$ cat config.mk
export PLATFORM = sky130hd
export DESIGN_NAME = pipeline_hazard_ctrl
export DESIGN_NICKNAME = d
export VERILOG_FILES = /design/src/rtl/hazard_pkg.sv /design/src/rtl/hazard_src_match.sv /design/src/rtl/pipeline_hazard_ctrl.sv
export SDC_FILE = /design/constraint.sdc
export NUM_CORES = 1
export LEC_CHECK = 0
export BUFFER_PORTS_ARGS = -buffer_cell sky130_fd_sc_hd__buf_4
export CAP_MARGIN = 10
export CORE_AREA = 2 2 48 50
export DETAILED_ROUTE_END_ITERATION = 8
export DIE_AREA = 0 0 50 52
export GPL_ROUTABILITY_DRIVEN = 0
export PLACE_DENSITY = 0.67
export SYNTH_ARGS = -nofsm -noshare
export SYNTH_HDL_FRONTEND = slang
export SYNTH_HIERARCHICAL = 1
export SYNTH_SLANG_ARGS = --single-unit
$ cat constraint.sdc
create_clock -name clk -period 3 [get_ports clk]
set_input_delay 0.15 -clock clk [delete_from_list [all_inputs] [get_ports clk]]
set_output_delay 0.15 -clock clk [all_outputs]
set_load 0.01 [all_outputs]
$ cat src/rtl/hazard_pkg.sv
// Shared types for the R/C/M/W hazard controller.
// Forward-select encodings and controller FSM states.
package hazard_pkg;

    typedef enum logic [1:0] {
        FWD_NONE    = 2'd0,
        FWD_COMPUTE = 2'd1,
        FWD_W       = 2'd2,
        FWD_POSTW   = 2'd3
    } fwd_sel_t;

    typedef enum logic {
        LISTEN     = 1'b0,
        LOAD_STALL = 1'b1
    } haz_state_t;

    localparam int CNT_W = 3;

endpackage

$ cat src/rtl/hazard_src_match.sv
// One source operand's hazard check against the C and M stage writers.
// Produces the raw forward select and a load-use flag.
module hazard_src_match
    import hazard_pkg::*;
#(
    parameter int ADR_W = 5
) (
    input  logic [ADR_W-1:0] rs_adr_i,
    input  logic             rs_used_i,
    input  logic [ADR_W-1:0] rd_c_i,
    input  logic [ADR_W-1:0] rd_m_i,
    input  logic             we_c_i,
    input  logic             we_m_i,
    input  logic             mem_rd_c_i,
    output fwd_sel_t         sel_o,
    output logic             load_haz_o
);

    logic match_c;
    logic match_m;

    assign match_c = rs_used_i & we_c_i & (rd_c_i != '0)
                   & (rs_adr_i == rd_c_i);
    assign match_m = rs_used_i & we_m_i & (rd_m_i != '0)
                   & (rs_adr_i == rd_m_i);

    // The younger C-stage writer wins over M.
    always_comb begin
        sel_o      = FWD_NONE;
        load_haz_o = 1'b0;
        if (match_c && mem_rd_c_i) begin
            sel_o      = FWD_W;
            load_haz_o = 1'b1;
        end else if (match_c) begin
            sel_o = FWD_COMPUTE;
        end else if (match_m) begin
            sel_o = FWD_W;
        end
    end

endmodule

$ cat src/rtl/pipeline_hazard_ctrl.sv
// Forwarding/stall controller for NUM_SRC operands with LOAD_LAT load-use stalls.
// Define HAZ_BRANCH_FLUSH_EN to add branch-flush arbitration (BranchTaken_C, FlushIR, FlushRC).
module pipeline_hazard_ctrl
    import hazard_pkg::*;
#(
    parameter int NUM_SRC  = 2,
    parameter int ADR_W    = 5,
    parameter int LOAD_LAT = 1
) (
    input  logic                     clk,
    input  logic                     reset,
    input  logic [NUM_SRC*ADR_W-1:0] rsAdr_R,
    input  logic [NUM_SRC-1:0]       rsUsed_R,
    input  logic [ADR_W-1:0]         rdAdr_C,
    input  logic [ADR_W-1:0]         rdAdr_M,
    input  logic                     RegWrite_C,
    input  logic                     RegWrite_M,
    input  logic                     MemRead_C,
`ifdef HAZ_BRANCH_FLUSH_EN
    input  logic                     BranchTaken_C,
    output logic                     FlushIR,
    output logic                     FlushRC,
`endif
    output logic [NUM_SRC*2-1:0]     FwdSel_C,
    output logic                     FlushCM,
    output logic                     StallPC,
    output logic                     StallIR,
    output logic                     StallRC
);

    haz_state_t           state_q, state_d;
    logic [CNT_W-1:0]     cnt_q, cnt_d;
    logic [NUM_SRC*2-1:0] fwd_q, fwd_d;
    fwd_sel_t             raw_sel [NUM_SRC];
    logic [NUM_SRC-1:0]   load_haz;
    logic                 stall;
    logic                 load_any;

    for (genvar g = 0; g < NUM_SRC; g++) begin : g_src
        hazard_src_match #(
            .ADR_W(ADR_W)
        ) u_match (
            .rs_adr_i  (rsAdr_R[g*ADR_W +: ADR_W]),
            .rs_used_i (rsUsed_R[g]),
            .rd_c_i    (rdAdr_C),
            .rd_m_i    (rdAdr_M),
            .we_c_i    (RegWrite_C),
            .we_m_i    (RegWrite_M),
            .mem_rd_c_i(MemRead_C),
            .sel_o     (raw_sel[g]),
            .load_haz_o(load_haz[g])
        );
    end

    assign load_any = |load_haz;

    always_comb begin
        state_d = state_q;
        cnt_d   = cnt_q;
        fwd_d   = fwd_q;
        stall   = 1'b0;
`ifdef HAZ_BRANCH_FLUSH_EN
        FlushIR = 1'b0;
        FlushRC = 1'b0;
`endif
        unique case (state_q)
            LISTEN: begin
                // M-stage values retire to the regfile while the load stalls.
                for (int i = 0; i < NUM_SRC; i++) begin
                    if (load_any && raw_sel[i] == FWD_W && !load_haz[i])
                        fwd_d[i*2 +: 2] = FWD_POSTW;
                    else
                        fwd_d[i*2 +: 2] = raw_sel[i];
                end
                if (load_any) begin
                    state_d = LOAD_STALL;
                    cnt_d   = CNT_W'(LOAD_LAT - 1);
                end
            end
            LOAD_STALL: begin
                stall = 1'b1;
                if (cnt_q != '0)
                    cnt_d = cnt_q - 1'b1;
                else
                    state_d = LISTEN;
            end
            default: state_d = LISTEN;
        endcase
`ifdef HAZ_BRANCH_FLUSH_EN
        if (BranchTaken_C) begin
            FlushIR = 1'b1;
            FlushRC = 1'b1;
            stall   = 1'b0;
            state_d = LISTEN;
            cnt_d   = '0;
            fwd_d   = '0;
        end
`endif
    end

    always_ff @(posedge clk) begin
        if (reset) begin
            state_q <= LISTEN;
            cnt_q   <= '0;
            fwd_q   <= '0;
        end else begin
            state_q <= state_d;
            cnt_q   <= cnt_d;
            fwd_q   <= fwd_d;
        end
    end

    assign FwdSel_C = fwd_q;
    assign StallPC  = stall;
    assign StallIR  = stall;
    assign StallRC  = stall;
    assign FlushCM  = stall;

endmodule
After elaboration in Yosys (flattened, before gate mapping)
Index checks and enable logic that the tools add are counted.

word-level totals
  flip-flop bits (word level) = 8
  bits of input ports = 27
  word-level logic and storage cells = 55
  output and inout port bits = 8

cells by class
  reductions and logical operators = 13
  bitwise gates (word level) = 13
  add/sub/neg operators = 1
  equality and inequality tests = 8
  muxes and demuxes = 17

operators by type and width
  operator                                                                  count
  5-bit == test                                                             4
  2-bit 2-to-1 mux                                                          8
  1-bit AND                                                                 12
  5-bit nonzero test                                                        2
  1-bit logical AND                                                         6
  3-bit 2-to-1 mux                                                          2
  3-bit one-hot mux with 2 select lines                                     1
  1-bit 2-to-1 mux                                                          5
  2-bit == test (second input constant)                                     2
  3-bit nonzero test                                                        1
  3-bit by 1-bit subtractor with 3-bit output (second input constant)       1
  1-bit logical NOT                                                         2
  2-bit by 1-bit inequality test with 1-bit output (second input constant)  1
  2-bit inequality test (second input constant)                             1
  1-bit one-hot mux with 2 select lines                                     1
  2-bit AND reduction                                                       1
  2-bit OR reduction                                                        1
  1-bit inverter                                                            1

Logic depth before layout (Yosys ltp)
  depth after elaboration = 10
  gate-level depth with buffers = 7
  gate-level depth less buffers = 7

Modules after synthesis
Netlist, hierarchy kept.

modules (own cells, without submodules)
  module                cells an instance  area an instance (µm²)  seq. area each (µm²)  instances
  pipeline_hazard_ctrl  47                 402.9                   160.2                 1
  hazard_src_match      25                 167.7                   0.0                   2

Worst setup path after synthesis
OpenSTA, ideal clock, no wires.

  path kind = input to register
  from = input port rdAdr_M[1]
  to = register fwd_q[1], in the netlist FwdSel_C[1]
  data arrival time = 1.268 ns
  cell stages on the path = 6
  data required time = 2.884 ns
  path slack = 1.616 ns
  library setup time = 0.116 ns
  path buffers = 0
  path through = or4_1 a21oi_1 nor3_1 mux2_4 mux2i_1 nor2_1

RTL lines
  what                    line                         RTL
  start: declaration      pipeline_hazard_ctrl.sv:15   input logic [ADR_W-1:0] rdAdr_M,
  end signal: assignment  pipeline_hazard_ctrl.sv:109  fwd_q <= fwd_d;
  end: declaration        pipeline_hazard_ctrl.sv:33   logic [NUM_SRC*2-1:0] fwd_q, fwd_d;

Final worst setup path
  from = input port rdAdr_C[3]
  to = register cnt_q[0]

on the way
  cells in the longest elaborated chain, start to end = 8
  elaborated cells between the ends (all ways) = 14
  those cells by class = eq/ne (3); mux (2); bitwise (4); reduce/logical (5)

RTL lines
  what                                        line                         RTL
  start: declaration                          pipeline_hazard_ctrl.sv:14   input logic [ADR_W-1:0] rdAdr_C,
  5-bit nonzero test                          hazard_src_match.sv:22       assign match_c = rs_used_i & we_c_i & (rd_c_i != '0)
  1-bit AND                                   hazard_src_match.sv:22
  1-bit AND (*)                               hazard_src_match.sv:23       & (rs_adr_i == rd_c_i);
  1-bit logical AND (*)                       hazard_src_match.sv:31       if (match_c && mem_rd_c_i) begin
  1-bit 2-to-1 mux (*)                        hazard_src_match.sv:31
  net load_haz[1]                             pipeline_hazard_ctrl.sv:35   logic [NUM_SRC-1:0] load_haz;
  2-bit OR reduction (*)                      pipeline_hazard_ctrl.sv:55   assign load_any = |load_haz;
  2-bit inequality test (no source line) (*)  n/a
  2-bit AND reduction (no source line) (*)    n/a
  end signal: assignment                      pipeline_hazard_ctrl.sv:108  cnt_q <= cnt_d;
  end: declaration                            pipeline_hazard_ctrl.sv:32   logic [CNT_W-1:0] cnt_q, cnt_d;

The timed path passes the listed nets; every way through them passes the cells marked *.
A chain may end at the register's enable or synchronous reset.

==> results list <==
* Number of vias after detailed routing: 763
- Nets in the synthesized netlist: between 100 and 150
- Max-capacitance violation count: 0
* Transition at the pin with the smallest max-transition slack: between 0.6 and 0.7 ns
- Standby leakage power: 0.429 nW
- Static timing analysis puts the maximum clock frequency at 0.706 GHz.
- Area Growth Syn to Fin: 37.1%
- Clock-pin slew was measured on the worst setup and hold paths at about 0.050 ns.
- After layout, the worst path uses between 40% and 50% of the clock period.
- Floorplan die width: about 50 um
- Total of hold buffers inserted after clock tree synthesis: 0
* Final number of setup-violating endpoints: 0
- 0 antenna diodes ended up in the layout.
- The initial utilization of the core area, before any placement, comes to approximately a third.
* Dominant combinational cell family by area after synthesis: simple AND/OR/NAND/NOR gates
- Leaving out fill and tap cells, the most frequent cell in the layout is sky130_fd_sc_hd__buf_4.
* Fraction of final layout cells sized beyond drive strength 1: 31.0%
- Of the total synthesized cell area, the portion taken by AND, OR, NAND and NOR gates is about 25%.
* Number of flip-flops and latches in the synthesized netlist: 8
* Overall routed net length: about 1.8 mm
- Number of global-route vias before repair: between 700 and 800
* Final standard cell area without fillers: about 1000 sq um
- Root Buffer Master: sky130_fd_sc_hd__clkbuf_4
- Using the TritonRoute via totals, the vias-per-cell ratio works out to about 4.9.
- Tot Pwr: 267 uW
- Entering global routing, the biggest net connects 18 pins.
- Internal power of the cells: 195 uW
- The synthesized netlist devotes approximately 3.4% of its cell area to adder and majority cells.
- Top delay family on crit path: simple AND/OR/NAND/NOR gates
- Setup repair bufs after CTS: 0
* DRC violation total after the first TritonRoute iteration: 14
- Summing all placed instances gives a cell area of around 990 sq um.
* PD cells: 264 nW/um^2
- Number of pins with negative max-slew slack in the final report: 0
- STA classifies the critical path startpoint as an input port.
- Commonest non-fill, non-tap cells in the layout: sky130_fd_sc_hd__buf_4 (34), sky130_fd_sc_hd__nor2_1 (13), sky130_fd_sc_hd__inv_1 (9), sky130_fd_sc_hd__nand2_1 (9)
* Shortest period the worst path allows: 1.42 ns
- After layout, the worst setup slack is roughly 1.6 ns.
- Across the VDD grid, the largest voltage drop is around 0.12 mV.
- Post-cts repair resize count: 0
- Share of the synthesized area in compound gates (AO/OA/AOI/OAI): approximately 14%
- The floorplan step defined a die boundary enclosing approximately 2600 sq um.
- Post-route clock skew: 0.00171 ns
- Post-Synth XOR/XNOR Area: between 10% and 20%
- The pre-antenna-repair detailed-routing pass consisted of 4 iterations.
- Across every metal layer, demand over resource in global routing totals 14.7%.
* Global-route wire length before repair: about 3.0 mm
- The number of hold-slack violations in the final timing report is 0.
- During placement, the flow inserted port buffers numbering 34.
- Number of clock sinks seen by CTS: 8
- The clock passes through at most 2 buffers.
- TritonCTS clock tree: built
- Number of warning messages in the yosys log: 6
- Core Footprint: 2110 sq um
* Clock buffer count from CTS: 3
- Post-synthesis instance area: 738 sq um
* RSZ-0062 raised after global routing: false
- At the worst endpoint, the required time is between 3 and 4 ns.
* Total Negative Setup Slacks: 0 ns
- Distinct cells, synth: 26
- The run finished with clean final reports.
* Estimated wirelength of the detail-placed design: ~1.5 mm
- Worst path slowest cell: sky130_fd_sc_hd__o2111ai_1
* Max Fanout on Critical Path: 4
* H-tree level count: 1
- Min-Delay Path Class: in -> reg
- After synthesis, the share of cell area in mux cells is around 6.8%.
- Post-route worst hold slack: around 0.12 ns
- For this run, the slowest stage of the critical path takes ~0.32 ns.
* Post-Place Setup Slack: between 1 and 1.5 ns
* Clock network fraction of design power: a little under a third
* Initial antenna violation count: 0
- Switching power: slightly above 70 uW
* Standard-cell row count: 17
* Total Nets Final: 160
- Number of I/O pins: 35
- Measured along the y axis, the die boundary spans 52 um.
* Arrival @ worst endpoint: 1.60 ns
- Mean routed wirelength per cell: approximately 11 um
- The signal on the critical path passes through buf_4 > nor4_1 > nor2_1 > o2111ai_1 > nor2_1 > nor3_4 > nand2_1 > a31oi_1.
* Max-slew headroom: about three fifths
- Each instance of the synthesized netlist takes up on average 7.61 sq um.
- In this run, flip-flops and latches consume ~40% of the power.
- Type of element capturing the critical path: register
* Sequential-to-total area share from yosys stat: 21.7%
- For the worst-skew pair, the clock arrives at the later sink with an insertion delay of 0.26 ns.
* Cell with the most instances on the worst path: sky130_fd_sc_hd__nor2_1
- Congestion Overflow GR: 0
- Synthesis handed over a netlist of just under 100 instances.
- Worst Path Class, Setup: in -> reg
- Antenna violation net count after detailed routing: 0
- Net Sw Frac: between 20 and 30%
- Proportion of power drawn by combinational gates: between 20% and 30%
- Remaining design rule violation count: 0
- Worst path bufs/invs: 1
[cell type report]
class                   instances  area (sq um)
inverters                       9          33.8
repair buffers                 34           255
flip-flops and latches          8           160
clock buffers                   3          22.5
well taps                      28          35.0
multi-input cells              75           505
fillers                       204          1090
[sequential cells by signal, summed over array words and instances, names as in the netlist]
| register | flops |
|---|---|
| FwdSel_C | 4 |
| state_q | 1 |
| cnt_q | 3 |
[cells in the mapped netlist]
master / number / area [sq um]
sky130_fd_sc_hd__nor2_1: 13 / 48.8
sky130_fd_sc_hd__inv_1: 9 / 33.8
sky130_fd_sc_hd__nand2_1: 9 / 33.8
sky130_fd_sc_hd__dfxtp_1: 8 / 160
sky130_fd_sc_hd__xnor2_1: 8 / 70.1
sky130_fd_sc_hd__xor2_1: 8 / 70.1
sky130_fd_sc_hd__a21oi_1: 5 / 25.0
sky130_fd_sc_hd__nand3_1: 4 / 20.0
sky130_fd_sc_hd__nor3_1: 4 / 20.0
sky130_fd_sc_hd__buf_4: 3 / 22.5
sky130_fd_sc_hd__a211o_1: 2 / 17.5
sky130_fd_sc_hd__a221oi_1: 2 / 17.5
sky130_fd_sc_hd__a31oi_1: 2 / 12.5
sky130_fd_sc_hd__ha_1: 2 / 25.0
sky130_fd_sc_hd__mux2_4: 2 / 30.0
sky130_fd_sc_hd__mux2i_1: 2 / 20.0
sky130_fd_sc_hd__nand3b_1: 2 / 15.0
sky130_fd_sc_hd__nor4_1: 2 / 12.5
sky130_fd_sc_hd__o2111ai_1: 2 / 17.5
sky130_fd_sc_hd__or4_1: 2 / 15.0
sky130_fd_sc_hd__a211oi_1: 1 / 7.51
sky130_fd_sc_hd__and2_1: 1 / 6.26
sky130_fd_sc_hd__buf_6: 1 / 11.3
sky130_fd_sc_hd__clkbuf_2: 1 / 5.00
sky130_fd_sc_hd__nor3_4: 1 / 16.3
sky130_fd_sc_hd__o21ai_0: 1 / 5.00
[kinds of logic after synthesis]
logic type	Yosys count
AO/OA/AOI/OAI	15
XOR/XNOR	16
adder cells (fa/ha/maj)	2
buffers and inverters	14
flip-flops	8
multiplexers	4
AND/OR/NAND/NOR	38
[worst reg2reg max path, delay by kind of cell (launching register included)]
family                     cells  cell delay [ns]
buffers and inverters          1             0.06
adders and majority gates      2             0.45
and+or+nand+nor                1             0.19
DFF                            1             0.36
AOI/OAI and AO/OA              2             0.24
[through the flow]
| step | utilization, % | instances |
|---|---|---|
| after CTS | 48.1 | 157 |
| after detailed placement | 47.0 | 154 |
| final | 48.1 | 157 |
| after floorplan | - | 97 |
| after global routing | 48.1 | 157 |
| after global placement | 47.0 | 154 |
[layer usage]
layer,GRT usage (%),wire length (um)
met5,0,0
met4,4.17,20
met3,0.862,76
met2,29.2,918
met1,16.5,739
[final timing paths]
kind                   start       end  slack (ns)  cells after the start
setup / recovery  rdAdr_C[3]  cnt_q[0]        1.58                      8
hold reg to reg     cnt_q[2]  cnt_q[2]        0.47                      2
setup reg to reg    cnt_q[0]  cnt_q[2]        1.59                      6
hold / removal         reset  cnt_q[1]        0.12                      2
[power by group through the flow]
stage                     Combinational (mW)  Clock, mW  Sequential, mW
after floorplan                       0.0317          0           0.110
after global placement                0.0735          0           0.110
after detailed placement              0.0755          0           0.110
after CTS                             0.0756     0.0865           0.108
after global routing                  0.0827     0.0917           0.108
final                                 0.0749     0.0843           0.108
(Power assumes the default switching activity.)
